File: src/rtl/exported_class_method_template_pkg.sv
// exported_class_method_template_pkg: shared types, constants and the TimesFive arithmetic.
package exported_class_method_template_pkg;

    typedef logic [31:0] uint32_t;
    typedef logic [4:0]  uint5_t;

    typedef enum logic {
        ST_STARTUP,
        ST_RUN
    } startup_state_e;

    localparam int TIMES_FIVE_MUL = 5;

    // Shift-and-add form of x*5; wraps modulo 2^32.
    function automatic uint32_t times_five(input uint32_t x);
        return (x << 2) + x;
    endfunction

endpackage

File: src/rtl/ecmt_showahead_fifo.sv
// ecmt_showahead_fifo: power-of-two show-ahead FIFO; head data is visible whenever not empty.
module ecmt_showahead_fifo #(
    parameter int DEPTH = 32,
    parameter int WIDTH = 32
) (
    input  logic                       clk,
    input  logic                       rst_n,
    input  logic                       i_push,
    input  logic [WIDTH-1:0]           i_wr_data,
    input  logic                       i_pop,
    output logic [WIDTH-1:0]           o_rd_data,
    output logic                       o_empty,
    output logic                       o_full,
    output logic [$clog2(DEPTH):0]     o_count
);

    localparam int AW = $clog2(DEPTH);

    logic [WIDTH-1:0] r_mem [DEPTH];
    logic [AW-1:0]    r_wr_ptr;
    logic [AW-1:0]    r_rd_ptr;
    logic [AW:0]      r_count;
    logic             w_push;
    logic             w_pop;

    assign o_empty   = r_count == '0;
    assign o_full    = r_count == (AW+1)'(DEPTH);
    assign o_count   = r_count;
    assign w_pop     = i_pop && !o_empty;
    // A push into a full FIFO is fine when the head leaves on the same edge.
    assign w_push    = i_push && (!o_full || w_pop);
    assign o_rd_data = o_empty ? '0 : r_mem[r_rd_ptr];

    always_ff @(posedge clk or negedge rst_n) begin
        if (!rst_n) begin
            r_wr_ptr <= '0;
            r_rd_ptr <= '0;
            r_count  <= '0;
        end else begin
            r_wr_ptr <= w_push ? r_wr_ptr + 1'b1 : r_wr_ptr;
            r_rd_ptr <= w_pop ? r_rd_ptr + 1'b1 : r_rd_ptr;
            r_count  <= r_count + (AW+1)'(w_push) - (AW+1)'(w_pop);
        end
    end

    always_ff @(posedge clk) begin
        if (w_push)
            r_mem[r_wr_ptr] <= i_wr_data;
    end

endmodule

File: src/rtl/exported_class_method_template.sv
// exported_class_method_template: TimesFive(x)=x*5 call port feeding a show-ahead result FIFO.
// Stall injection is compiled in with EXPORTED_CLASS_METHOD_TEMPLATE_STALL_RATE_EN.
module exported_class_method_template
    import exported_class_method_template_pkg::*;
#(
    parameter int FIFO_DEPTH     = 32,
    parameter int STARTUP_CYCLES = 8,
    parameter int STALL_W        = 3
) (
    input  logic               clk,
    input  logic               rst,
    output logic               rst_and_startup_done_out,
    input  logic               TimesFive___uint_32___valid_in,
    input  logic [31:0]        TimesFive___uint_32___x_in,
    output logic               TimesFive___uint_32___rdy_out,
    input  logic               TimesFive___uint_32___rden_in,
    output logic               TimesFive___uint_32___empty_out,
    output logic [31:0]        TimesFive___uint_32___result_out,
    output logic               stall_rate_supported_out,
    input  logic               stall_rate_valid_in,
    input  logic [STALL_W-1:0] stall_rate_in
);

    localparam int CW = $clog2(FIFO_DEPTH) + 1;
    localparam int SW = $clog2(STARTUP_CYCLES + 1);

    startup_state_e r_state;
    startup_state_e w_state_nxt;
    logic [SW-1:0]  r_startup_cnt;
    logic           r_pipe_valid;
    uint32_t        r_pipe_data;
    logic [CW-1:0]  w_count;
    logic           w_full;
    logic           w_empty;
    logic           w_done;
    logic           w_credit_ok;
    logic           w_stall_now;
    logic           w_accept;

    always_ff @(posedge clk or negedge rst) begin
        if (!rst) begin
            r_state       <= ST_STARTUP;
            r_startup_cnt <= '0;
        end else begin
            r_state       <= w_state_nxt;
            r_startup_cnt <= (r_state == ST_STARTUP) ? r_startup_cnt + 1'b1 : r_startup_cnt;
        end
    end

    always_comb begin
        w_state_nxt = r_state;
        if (r_state == ST_STARTUP && r_startup_cnt == SW'(STARTUP_CYCLES - 1))
            w_state_nxt = ST_RUN;
    end

    assign w_done = r_state == ST_RUN;

    // Credits cover both queued results and the one in the pipeline register.
    assign w_credit_ok = (int'(w_count) + int'(r_pipe_valid)) < FIFO_DEPTH;
    assign w_accept    = TimesFive___uint_32___valid_in && TimesFive___uint_32___rdy_out;

`ifdef EXPORTED_CLASS_METHOD_TEMPLATE_STALL_RATE_EN
    logic [2:0]         r_stall_cnt;
    logic [STALL_W-1:0] r_stall_rate;

    always_ff @(posedge clk or negedge rst) begin
        if (!rst) begin
            r_stall_cnt  <= '0;
            r_stall_rate <= '0;
        end else begin
            r_stall_cnt  <= r_stall_cnt + 3'd1;
            r_stall_rate <= stall_rate_valid_in ? stall_rate_in : r_stall_rate;
        end
    end

    assign w_stall_now              = int'(r_stall_cnt) < int'(r_stall_rate);
    assign stall_rate_supported_out = 1'b1;
`else
    logic w_unused_stall;

    assign w_unused_stall           = stall_rate_valid_in ^ (^stall_rate_in);
    assign w_stall_now              = 1'b0;
    assign stall_rate_supported_out = 1'b0;
`endif

    always_ff @(posedge clk or negedge rst) begin
        if (!rst) begin
            r_pipe_valid <= 1'b0;
            r_pipe_data  <= '0;
        end else begin
            r_pipe_valid <= w_accept;
            r_pipe_data  <= w_accept ? times_five(TimesFive___uint_32___x_in) : r_pipe_data;
        end
    end

    ecmt_showahead_fifo #(
        .DEPTH (FIFO_DEPTH),
        .WIDTH (32)
    ) u_fifo (
        .clk       (clk),
        .rst_n     (rst),
        .i_push    (r_pipe_valid),
        .i_wr_data (r_pipe_data),
        .i_pop     (TimesFive___uint_32___rden_in),
        .o_rd_data (TimesFive___uint_32___result_out),
        .o_empty   (w_empty),
        .o_full    (w_full),
        .o_count   (w_count)
    );

    assign rst_and_startup_done_out        = w_done;
    assign TimesFive___uint_32___rdy_out   = w_done && w_credit_ok && !w_stall_now;
    assign TimesFive___uint_32___empty_out = w_empty;

    a_no_overflow: assert property (@(posedge clk) disable iff (!rst)
        !(w_full && r_pipe_valid && !TimesFive___uint_32___rden_in));

endmodule

File: config.mk
export PLATFORM = sky130hd
export DESIGN_NAME = exported_class_method_template
export DESIGN_NICKNAME = d
export VERILOG_FILES = /design/src/rtl/exported_class_method_template_pkg.sv /design/src/rtl/ecmt_showahead_fifo.sv /design/src/rtl/exported_class_method_template.sv
export SDC_FILE = /design/constraint.sdc
export NUM_CORES = 1
export LEC_CHECK = 0
export CAP_MARGIN = 15
export CORE_ASPECT_RATIO = 2
export CORE_UTILIZATION = 55
export DETAILED_ROUTE_END_ITERATION = 12
export GPL_TIMING_DRIVEN = 1
export PLACE_DENSITY_LB_ADDON = 0.08
export SLEW_MARGIN = 20
export SYNTH_ARGS = -nofsm -noshare
export SYNTH_HDL_FRONTEND = slang
export SYNTH_SLANG_ARGS = --single-unit
File: constraint.sdc
create_clock -name clk -period 3.44 [get_ports clk]
set_input_delay 0.344 -clock clk [delete_from_list [all_inputs] [get_ports clk]]
set_output_delay 0.344 -clock clk [all_outputs]
set_load 0.01 [all_outputs]
* Yosys cells after proc, flatten, opt, wreduce, memory -nomap -nowiden
Memories as Yosys holds them, arrays and structs flattened.
Cells that the tools add are included.
** Cells by class
- Reductions and logical operators :: 9
- $add $sub $neg :: 7
- Muxes and demuxes :: 3
- Bitwise logic cells :: 1
- Order comparisons :: 1
- Equality and inequality tests :: 2
** Operators by type and width (number)
- 32-bit adder :: 1
- 32-bit two-way mux :: 1
- 5-bit by 1-bit adder with 5-bit output, second input constant :: 2
- 6-bit by 1-bit adder with 7-bit output :: 1
- 7-bit by 6-bit less-than comparator with 1-bit output, second input constant :: 1
- 6-bit by 1-bit adder with 6-bit output :: 1
- 6-bit equality test, second input constant :: 1
- 6-bit zero test :: 1
- 6-bit by 1-bit subtractor with 6-bit output :: 1
- 1-bit logical AND :: 5
- 4-bit by 1-bit adder with 4-bit output, second input constant :: 1
- 4-bit by 3-bit equality test with 1-bit output, second input constant :: 1
- 1-bit zero test :: 2
- 1-bit two-way mux :: 2
- 1-bit logical OR :: 1
- 1-bit inverter :: 1
** Word-level totals
- Input bits :: 40
- Memories kept :: 1
- Output and inout port bits :: 36
- Bits in writable memories :: 1024
- Logic and storage cells :: 31
- Flip-flop bits (word level) :: 54
** Memory list
- u_fifo.r_mem :: depth 32, width 32, rd ports 1, clocked after Yosys merged registers in 0, wr ports 1, RTL line ecmt_showahead_fifo.sv:19 : logic [WIDTH-1:0] r_mem [DEPTH];

* Depth between registers and ports, before layout
Gate-level depths: netlist of the first run.
- Word-level depth :: 7
- Depth in mapped cells :: 16
- Depth with buffers taken out :: 14

* Hierarchy
Synthesis of the first run repeated with hierarchy kept, for this count alone.
** Unflattened totals
- Cells, all modules :: 2290
- Area, all modules :: 43638.1 µm²
** Modules (own cells, without submodules)
- ecmt_showahead_fifo :: cells each 1913, area each 40421.3 µm², times used 1
- exported_class_method_template :: cells each 377, area each 3216.8 µm², times used 1

* Worst setup path before layout of the first run
Ideal clock, no wire load.
- Path kind :: reg-to-reg
- From :: reg u_fifo.r_count[2] (netlist: u_fifo.o_count[2])
- To :: mem u_fifo.r_mem[31][0], enable pin
- Path slack :: -0.107 ns
- Stages on the path, launching flop included :: 12
- Buffers on the path :: 4
- Arrival time :: 3.126 ns
- Period minus slack after synthesis :: 3.547 ns
- Data required time :: 3.019 ns
- Library setup time :: 0.421 ns
- Cells stage by stage :: dfrtp_1 -> inv_1 -> ha_1 -> and4_1 -> clkbuf_1 -> nor2b_1 -> buf_2 -> o21a_1 -> buf_2 -> nand2_1 -> buf_2 -> nor2_1
** Between the ends
- Word-level cells in the longest chain between the ends :: 7
- Elaborated cells between the ends (all ways) :: 9
** Ends and longest elaborated chain
- start: declaration :: RTL line ecmt_showahead_fifo.sv:22 : logic [AW:0] r_count;
- start signal: assignment :: RTL line ecmt_showahead_fifo.sv:42 : r_count <= r_count + (AW+1)'(w_push) - (AW+1)'(w_pop);
- 6-bit zero test :: RTL line ecmt_showahead_fifo.sv:26 : assign o_empty = r_count == '0;
- 1-bit zero test :: RTL line ecmt_showahead_fifo.sv:29 : assign w_pop = i_pop && !o_empty;
- 1-bit logical AND :: RTL line ecmt_showahead_fifo.sv:29
- via u_fifo.w_pop :: RTL line ecmt_showahead_fifo.sv:24 : logic w_pop;
- 1-bit logical OR :: RTL line ecmt_showahead_fifo.sv:31 : assign w_push = i_push && (!o_full || w_pop);
- 1-bit logical AND :: RTL line ecmt_showahead_fifo.sv:31
- 1-bit two-way mux :: RTL line ecmt_showahead_fifo.sv:47 : if (w_push)
- 1-bit two-way mux (not written as such) :: RTL line ecmt_showahead_fifo.sv:48 : r_mem[r_wr_ptr] <= i_wr_data;
- end: declaration :: RTL line ecmt_showahead_fifo.sv:19
The timed path passes the listed nets, and every way through them passes these cells.

* Worst setup path after layout of the first run
- From :: reg u_fifo.r_rd_ptr[0]
- To :: out TimesFive___uint_32___result_out[11]
** Between the ends
- Word-level cells in the longest chain between the ends :: 2
** Ends and longest elaborated chain
- start: declaration :: RTL line ecmt_showahead_fifo.sv:21 : logic [AW-1:0] r_rd_ptr;
- start signal: assignment :: RTL line ecmt_showahead_fifo.sv:41 : r_rd_ptr <= w_pop ? r_rd_ptr + 1'b1 : r_rd_ptr;
- memory 32 x 32 bit
- 32-bit two-way mux :: RTL line ecmt_showahead_fifo.sv:32 : assign o_rd_data = o_empty ? '0 : r_mem[r_rd_ptr];
- end: declaration :: RTL line exported_class_method_template.sv:18 : output logic [31:0] TimesFive___uint_32___result_out,
No other way between the ends.

==> results.md, run 1 <==
- R2R cell count: 9
- 1st-iter DRT viols: 2262
- Wire per inst: 32.90 µm
- Nets: 2331
- Fill cells: 5217
- Vias in the first global route: 22345
- Initial core utilization: 0.5573
- Max-cap viol count: 0
- Overflow after GRT: 0
- Outcome: finished, violations left
- Maximum clock rate: 283.8 MHz
- Setup Viol. Count Final: 21
- Primary FF master, synth: edfxtp_1
- CTS Buf Count: 88
- Setup ws final: -0.08372 ns
- Crit-path max FO: 6
- Failing checks: negative setup slack
- Antenna violations before repair: 1
- CTS tree: yes
- Worst R2R End: u_fifo.r_mem[14][10]
- Actual slew at the worst max-slew pin: between 1 and 1.5 ns
- Die height: approximately 400 µm
- Commonest cells in the netlist: edfxtp_1, mux4_2, nor2_1
- Post-Route WL: 109.5 mm
- Worst min-delay path endpoint: r_pipe_data[0]
- Chip Width: 199.7 µm
- Period utilization: 1.024
- Share of cells above drive strength 1: 0.3172
- Clock buffer depth: 3
- Total GRT Usage: 0.2879
- Syn Inst Count: roughly 2000
- Placer Congestion: ~0.9
- Sink Count: 1078
- Slew HR: 0.2246
- Average cell area after synthesis: 21.57 µm²
- # rows: about 140
- Final Hold Fails: 0
- Total vias in the final route: roughly 21000
- Yosys top cell area share: 0.7155
- Crit start category: flop
- # H-tree levels: 3
- Syn Std Cell Area: 42980 µm²
- Final clock skew: 0.02109 ns
- Drt pass-1 iters: 5
- Post-synth ARST share: 0.05009
- Dpl cells: 3121
- Synth area leaders: edfxtp_1, mux4_2, dfrtp_1, ha_1, mux2i_1
- Hold Crit Start: TimesFive___uint_32___x_in[0]
- First-pass GRT wire length: about 160 mm
- Hold path cells: 3
- Leak: 16.52 nW
- Yosys top cell by area: edfxtp_1
- Synthesized flop and latch total: between 1000 and 1500
- Synth warnings: 0
- Crit path kind: flop to output port
- RSZ-0062 raised after global routing: true
- Post-synth EDFFs: just over 1000
- CP Capture Type: output port
- Reg2reg start: u_fifo.o_count[2]
- Final slew viol count: 0
- Dpl hpwl: 62.94 mm
- Hold Slack: 0.3081 ns
- Area Growth Syn to Fin: 17.07%
- Final non-filler cell total: 3330
- Worst min path class: primary input to flop
- Via density: 6.414
- Die Area: 79330 µm²
- Drt drc: 0
- Crit path time final: 3.524 ns
- Clock-pin transition on the worst setup and hold timing paths: 0.07 ns
- Largest net degree at the start of global routing: 41
- Core area: approximately 77000 µm²
- Max VDD drop: 0.6479 mV
- Yosys cell types: 56
- Mapped Nets: 2082
- CP Data Arrival Time: around 3.2 ns
- Number of routed nets with antenna violations: 0
- CTS root buffer: clkbuf_16
- FF-to-FF setup slack: approximately 0.54 ns
- Antenna diodes: 0
- Port buffer count: 70
- Power Dens Cells: 862.3 nW/µm²
- Clock latency on the worst-skew pair: 0.66 ns
- Io pins: 76
- Critical Path RT: 3.10 ns
- Register area share after synthesis: 0.7469
- Most frequent cell after synthesis: edfxtp_1
## registers in the layout (all words and copies together) (netlist names)
name / count
r_pipe_data: 32
r_startup_cnt: 4
rst_and_startup_done_out: 1
u_fifo.r_wr_ptr: 5
r_pipe_valid: 1
u_fifo.r_mem: 1024
u_fifo.r_rd_ptr: 5
u_fifo.o_count: 6
## power by group
group | switching [mW] | internal [mW]
Clock | 4.51 | 5.66
Combinational | 6.55 | 7.41
Sequential | 2.15 | 17.1
## cells in the final DEF (no fill, tap or decap), drive strengths merged, types with 16 or more instances in the layout
cell           count
nor2              84
xnor2             18
edfxtp          1024
nand2             69
dfrtp             54
o21ai             46
clkbuf           114
xor2              19
inv               26
ha                48
a21oi             37
mux4             320
clkdlybuf4s50     37
mux2i             32
clkinv            32
nand4             16
buf              219
## kinds of logic after synthesis
family          count (synthesis)  share of synthesized area
flops                        1078                     0.7469
mux                           354                     0.1757
fa+ha+maj                      50                    0.01491
compound gates                136                    0.01907
xor+xnor                       37                   0.007540
simple gates                  209                    0.02154
other cells                     1                 0.00008726
buf+inv                       127                    0.01424
## area by class of cell
type / count / area [µm²] / area share
clock buffer: 112 / 2387 / 0.04745
tap: 1022 / 1279 / 0.02542
clock inverter: 45 / 483.0 / 0.009600
sequential: 1078 / 32130 / 0.6386
inverter: 26 / 97.59 / 0.001940
multi-input combinational: 787 / 10580 / 0.2103
timing repair buffer: 260 / 3356 / 0.06670
## routing by layer
| layer | global-route usage | share of wire | wire length (µm) | up-vias |
|---|---|---|---|---|
| met3 | 0.03501 | 0.065 | 7071 | 193 |
| met2 | 0.5193 | 0.55 | 60070 | 893 |
| met1 | 0.3593 | 0.35 | 38770 | 11462 |
| met5 | 0 | 0 | 0 | - |
| li1 | - | - | - | 8810 |
| met4 | 0.09256 | 0.033 | 3632 | 0 |
## metrics by stage
stage / TNS, ns / worst slack [ns] / total power [mW] / util / instance area, µm²
3_5_place_dp: 0 / 0.1196 / 32.34 / 0.6026 / 46470
4_1_cts: -4.263 / -0.2287 / 43.64 / 0.6522 / 50290
6_report: -1.068 / -0.08372 / 43.38 / 0.6524 / 50310
3_3_place_gp: 0 / 0.1377 / 32.00 / 0.6026 / 46470
5_1_grt: -2.892 / -0.1565 / 44.96 / 0.6524 / 50310
2_1_floorplan: -69.90 / -0.1074 / 26.46 / - / 42990
## critical path, cell delays in order, from the launching register on
cell     delay, ns
dfrtp_4       0.43
buf_12        0.15
buf_12        0.16
buf_12        0.15
buf_16        0.14
mux4_2        0.50
mux4_2        0.53
mux2i_4       0.22
nor2_1        0.06
buf_2         0.17
## worst max-delay path by stage
stage / from / end / cells past startpoint
floorplan: u_fifo.o_count[2] / u_fifo.r_mem[31][0] / 11
global placement: u_fifo.r_rd_ptr[0] / TimesFive___uint_32___result_out[11] / 7
detailed placement: u_fifo.r_rd_ptr[0] / TimesFive___uint_32___result_out[11] / 7
CTS: u_fifo.r_rd_ptr[0] / TimesFive___uint_32___result_out[11] / 10
global route: u_fifo.r_rd_ptr[0] / TimesFive___uint_32___result_out[15] / 10
finish: u_fifo.r_rd_ptr[0] / TimesFive___uint_32___result_out[11] / 9
## repair_timing
item	4_1_cts	5_1_grt
buffers inserted	36	8
hold buffers	1	0
gates resized for setup	186	32
hold endpoints to repair	39	0
endpoints found under the setup margin	32	32
gates cloned	17	1
Power figures use the tool's default switching activity.
==> run 2: changes to the inputs <==
--- a/config.mk
+++ b/config.mk
@@ -9,7 +9,7 @@
 export CORE_ASPECT_RATIO = 2
 export CORE_UTILIZATION = 55
 export DETAILED_ROUTE_END_ITERATION = 12
-export GPL_TIMING_DRIVEN = 1
+export GPL_TIMING_DRIVEN = 0
 export PLACE_DENSITY_LB_ADDON = 0.08
 export SLEW_MARGIN = 20
 export SYNTH_ARGS = -nofsm -noshare
==> constraint.sdc (replaced) <==
create_clock -name clk -period 4.03 [get_ports clk]
set_input_delay 0.403 -clock clk [delete_from_list [all_inputs] [get_ports clk]]
set_output_delay 0.403 -clock clk [all_outputs]
set_load 0.01 [all_outputs]
==> run 2 against run 1 <==
Net effect:
- the flow now finishes without violations
- routed wire length is 2.3% higher
- combinational power fell by 18%
- non-clock buffer count increased by 1
- clock skew increased by 0.0043 ns
- critical path type unchanged
- cell area is 0.41% higher
- global-route usage increased by 0.78 points
- largest cell class unchanged
==> results.md, run 2 (synthesis results as in run 1) <==
- Clock buffer depth: 3
- Drt pass-1 iters: 5
- First-pass GRT wire length: 158.9 mm
- CTS tree: yes
- Leak: between 15 and 20 nW
- Slew HR: 0.2276
- Layout Utilization: 0.6551
- Max Used Layer: met5
- Total GRT Usage: 0.2957
- Area Growth Syn to Fin: 17.55%
- Worst min path class: primary input to asynchronous set/reset pin
- Drt drc: 0
- Most frequent cells in the layout: edfxtp_1, mux4_2, clkbuf_16
- FF-to-FF setup slack: roughly 0.10 ns
- Sink Count: 1078
- Post-Route WL: approximately 110 mm
- Crit. Startpoint: u_fifo.r_rd_ptr[0]
- Top reg by flops: u_fifo.r_mem
- Clock-pin transition on the worst setup and hold timing paths: 0.07 ns
- Crit start category: flop
- Core area: about 77000 µm²
- Crit path kind: flop to output port
- CP Data Arrival Time: between 3 and 4 ns
- Metal3 WL: just under 7 mm
- Outcome: completed
- DR WL met2: 63.02 mm
- 1st-iter DRT viols: 2071
- Max-cap viol count: 0
- Total vias in the final route: 21597
- Reg2reg start: u_fifo.o_count[2]
- Storage cell area: 32110 µm²
- Wire per inst: roughly 34 µm
- Pwr Total: 36.89 mW
- Nets: 2334
- Max VDD drop: around 0.57 mV
- Share of cells above drive strength 1: 0.2948
- Via density: 6.468
- Placer Congestion: roughly 0.83
- Number of routed nets with antenna violations: 0
- Final Hold Fails: 0
- Crit-path max FO: 10
- CTS Buf Count: 90
- Final slew viol count: 0
- Actual slew at the worst max-slew pin: 1.159 ns
- CP Capture Type: output port
- Initial core utilization: 0.5573
- Die Area: a little under 80000 µm²
- Chip Width: 199.7 µm
- Commonest non-fill, non-tap cell in the layout: edfxtp_1
- Largest register FFs: around 1000
- Largest net degree at the start of global routing: 49
- Routed met1 length: 36.95 mm
- Setup Viol. Count Final: 0
- Overflow after GRT: 0
- Fill cells: 5146
- Multi-input logic area: between 10000 and 15000 µm²
- Io pins: 76
- Maximum clock rate: 251.6 MHz
- R2R cell count: 11
- CTS root buffer: clkbuf_16
- Dpl hpwl: 76.22 mm
- # rows: roughly 140
- Worst R2R End: u_fifo.r_mem[1][31]
- Period utilization: 0.9863
- Die height: roughly 400 µm
- Antenna diodes: 0
- Crit path time final: 3.975 ns
- Final clock skew: between 0.02 and 0.03 ns
- Antenna violations before repair: 1
- Power Dens Cells: ~730 nW/µm²
- Clock latency on the worst-skew pair: between 0.6 and 0.7 ns
- Setup crit end: TimesFive___uint_32___result_out[27]
- Critical Path RT: 3.63 ns
- Vias in the first global route: around 23000
- Port buffer count: 70
- # H-tree levels: 3
## run 2: cell types whose count changed in the layout (fill, tap and decap cells not counted), sizes merged
cell / previous run / this run
clkdlybuf4s50: 37 / 69
clkbuf: 114 / 149
buf: 219 / 144
clkinvlp: 3 / 13
inv: 26 / 30
bufinv: 10 / 13
clkdlybuf4s15: 0 / 1
bufbuf: 1 / 0
## run 2: metrics by stage
step	instance area, µm²	TNS [ns]	cells	hold slack, ns	worst slack, ns
final	50520	0	3339	0.07099	0.05526
after global routing	50520	-0.8979	3339	0.07656	-0.03321
after CTS	50140	-0.09305	3318	0.02888	-0.04226
after detailed placement	46770	-3.878	3148	0.2365	-0.3041
after global placement	44960	-2555.66	3084	0.4596	-2.850
after floorplan	42980	0	1992	0.1074	0.4826
## run 2: how the worst min path moves through the flow
stage / startpoint / end / slack, ns / cells past startpoint
after global routing: rst / u_fifo.o_count[5] / 0.08 / 2
after floorplan: rst / r_pipe_data[0] / 0.11 / 0
after detailed placement: rst / u_fifo.o_count[5] / 0.24 / 1
final: rst / u_fifo.o_count[5] / 0.07 / 2
after global placement: r_startup_cnt[3] / r_startup_cnt[3] / 0.46 / 1
after CTS: rst / u_fifo.o_count[5] / 0.03 / 2
## run 2: repair_timing
action | CTS | global route
hold buffers | 1 | 0
endpoints found under the setup margin | 75 | 121
buffers inserted | 4 | 21
gates resized for setup | 114 | 37
endpoints found under the hold margin | 54 | 0
pin swaps | 3 | 7
## run 2: cell type report
type | instances | area share
Buffer | 101 | 0.01704
Timing Repair Buffer | 160 | 0.05112
Clock inverter | 62 | 0.01412
Multi-Input combinational cell | 787 | 0.2083
Tap cell | 1022 | 0.02531
Sequential cell | 1078 | 0.6356
Clock buffer | 103 | 0.04659
Inverter | 26 | 0.001932
## run 2: layer usage
layer | GRT usage | vias up
li1 | - | 8791
met2 | 0.5444 | 973
met1 | 0.3376 | 11590
met5 | 0 | -
met3 | 0.03934 | 241
met4 | 0.1339 | 2
## run 2: worst max-delay path, cell delays in order (launching register included)
cell,delay [ns]
dfrtp_1,0.35
clkbuf_4,0.21
buf_12,0.19
buf_12,0.19
mux4_2,0.58
mux4_2,0.52
mux2i_2,0.24
nor2_1,0.07
clkdlybuf4s50_1,0.50
## run 2: report_power, final
| part | leakage (nW) | switching, mW | total, mW | internal [mW] |
|---|---|---|---|---|
| Combinational | 5.09 | 5.88 | 11.5 | 5.64 |
| Clock | 1.46 | 4.04 | 9.11 | 5.07 |
| Sequential | 9.93 | 1.68 | 16.3 | 14.6 |
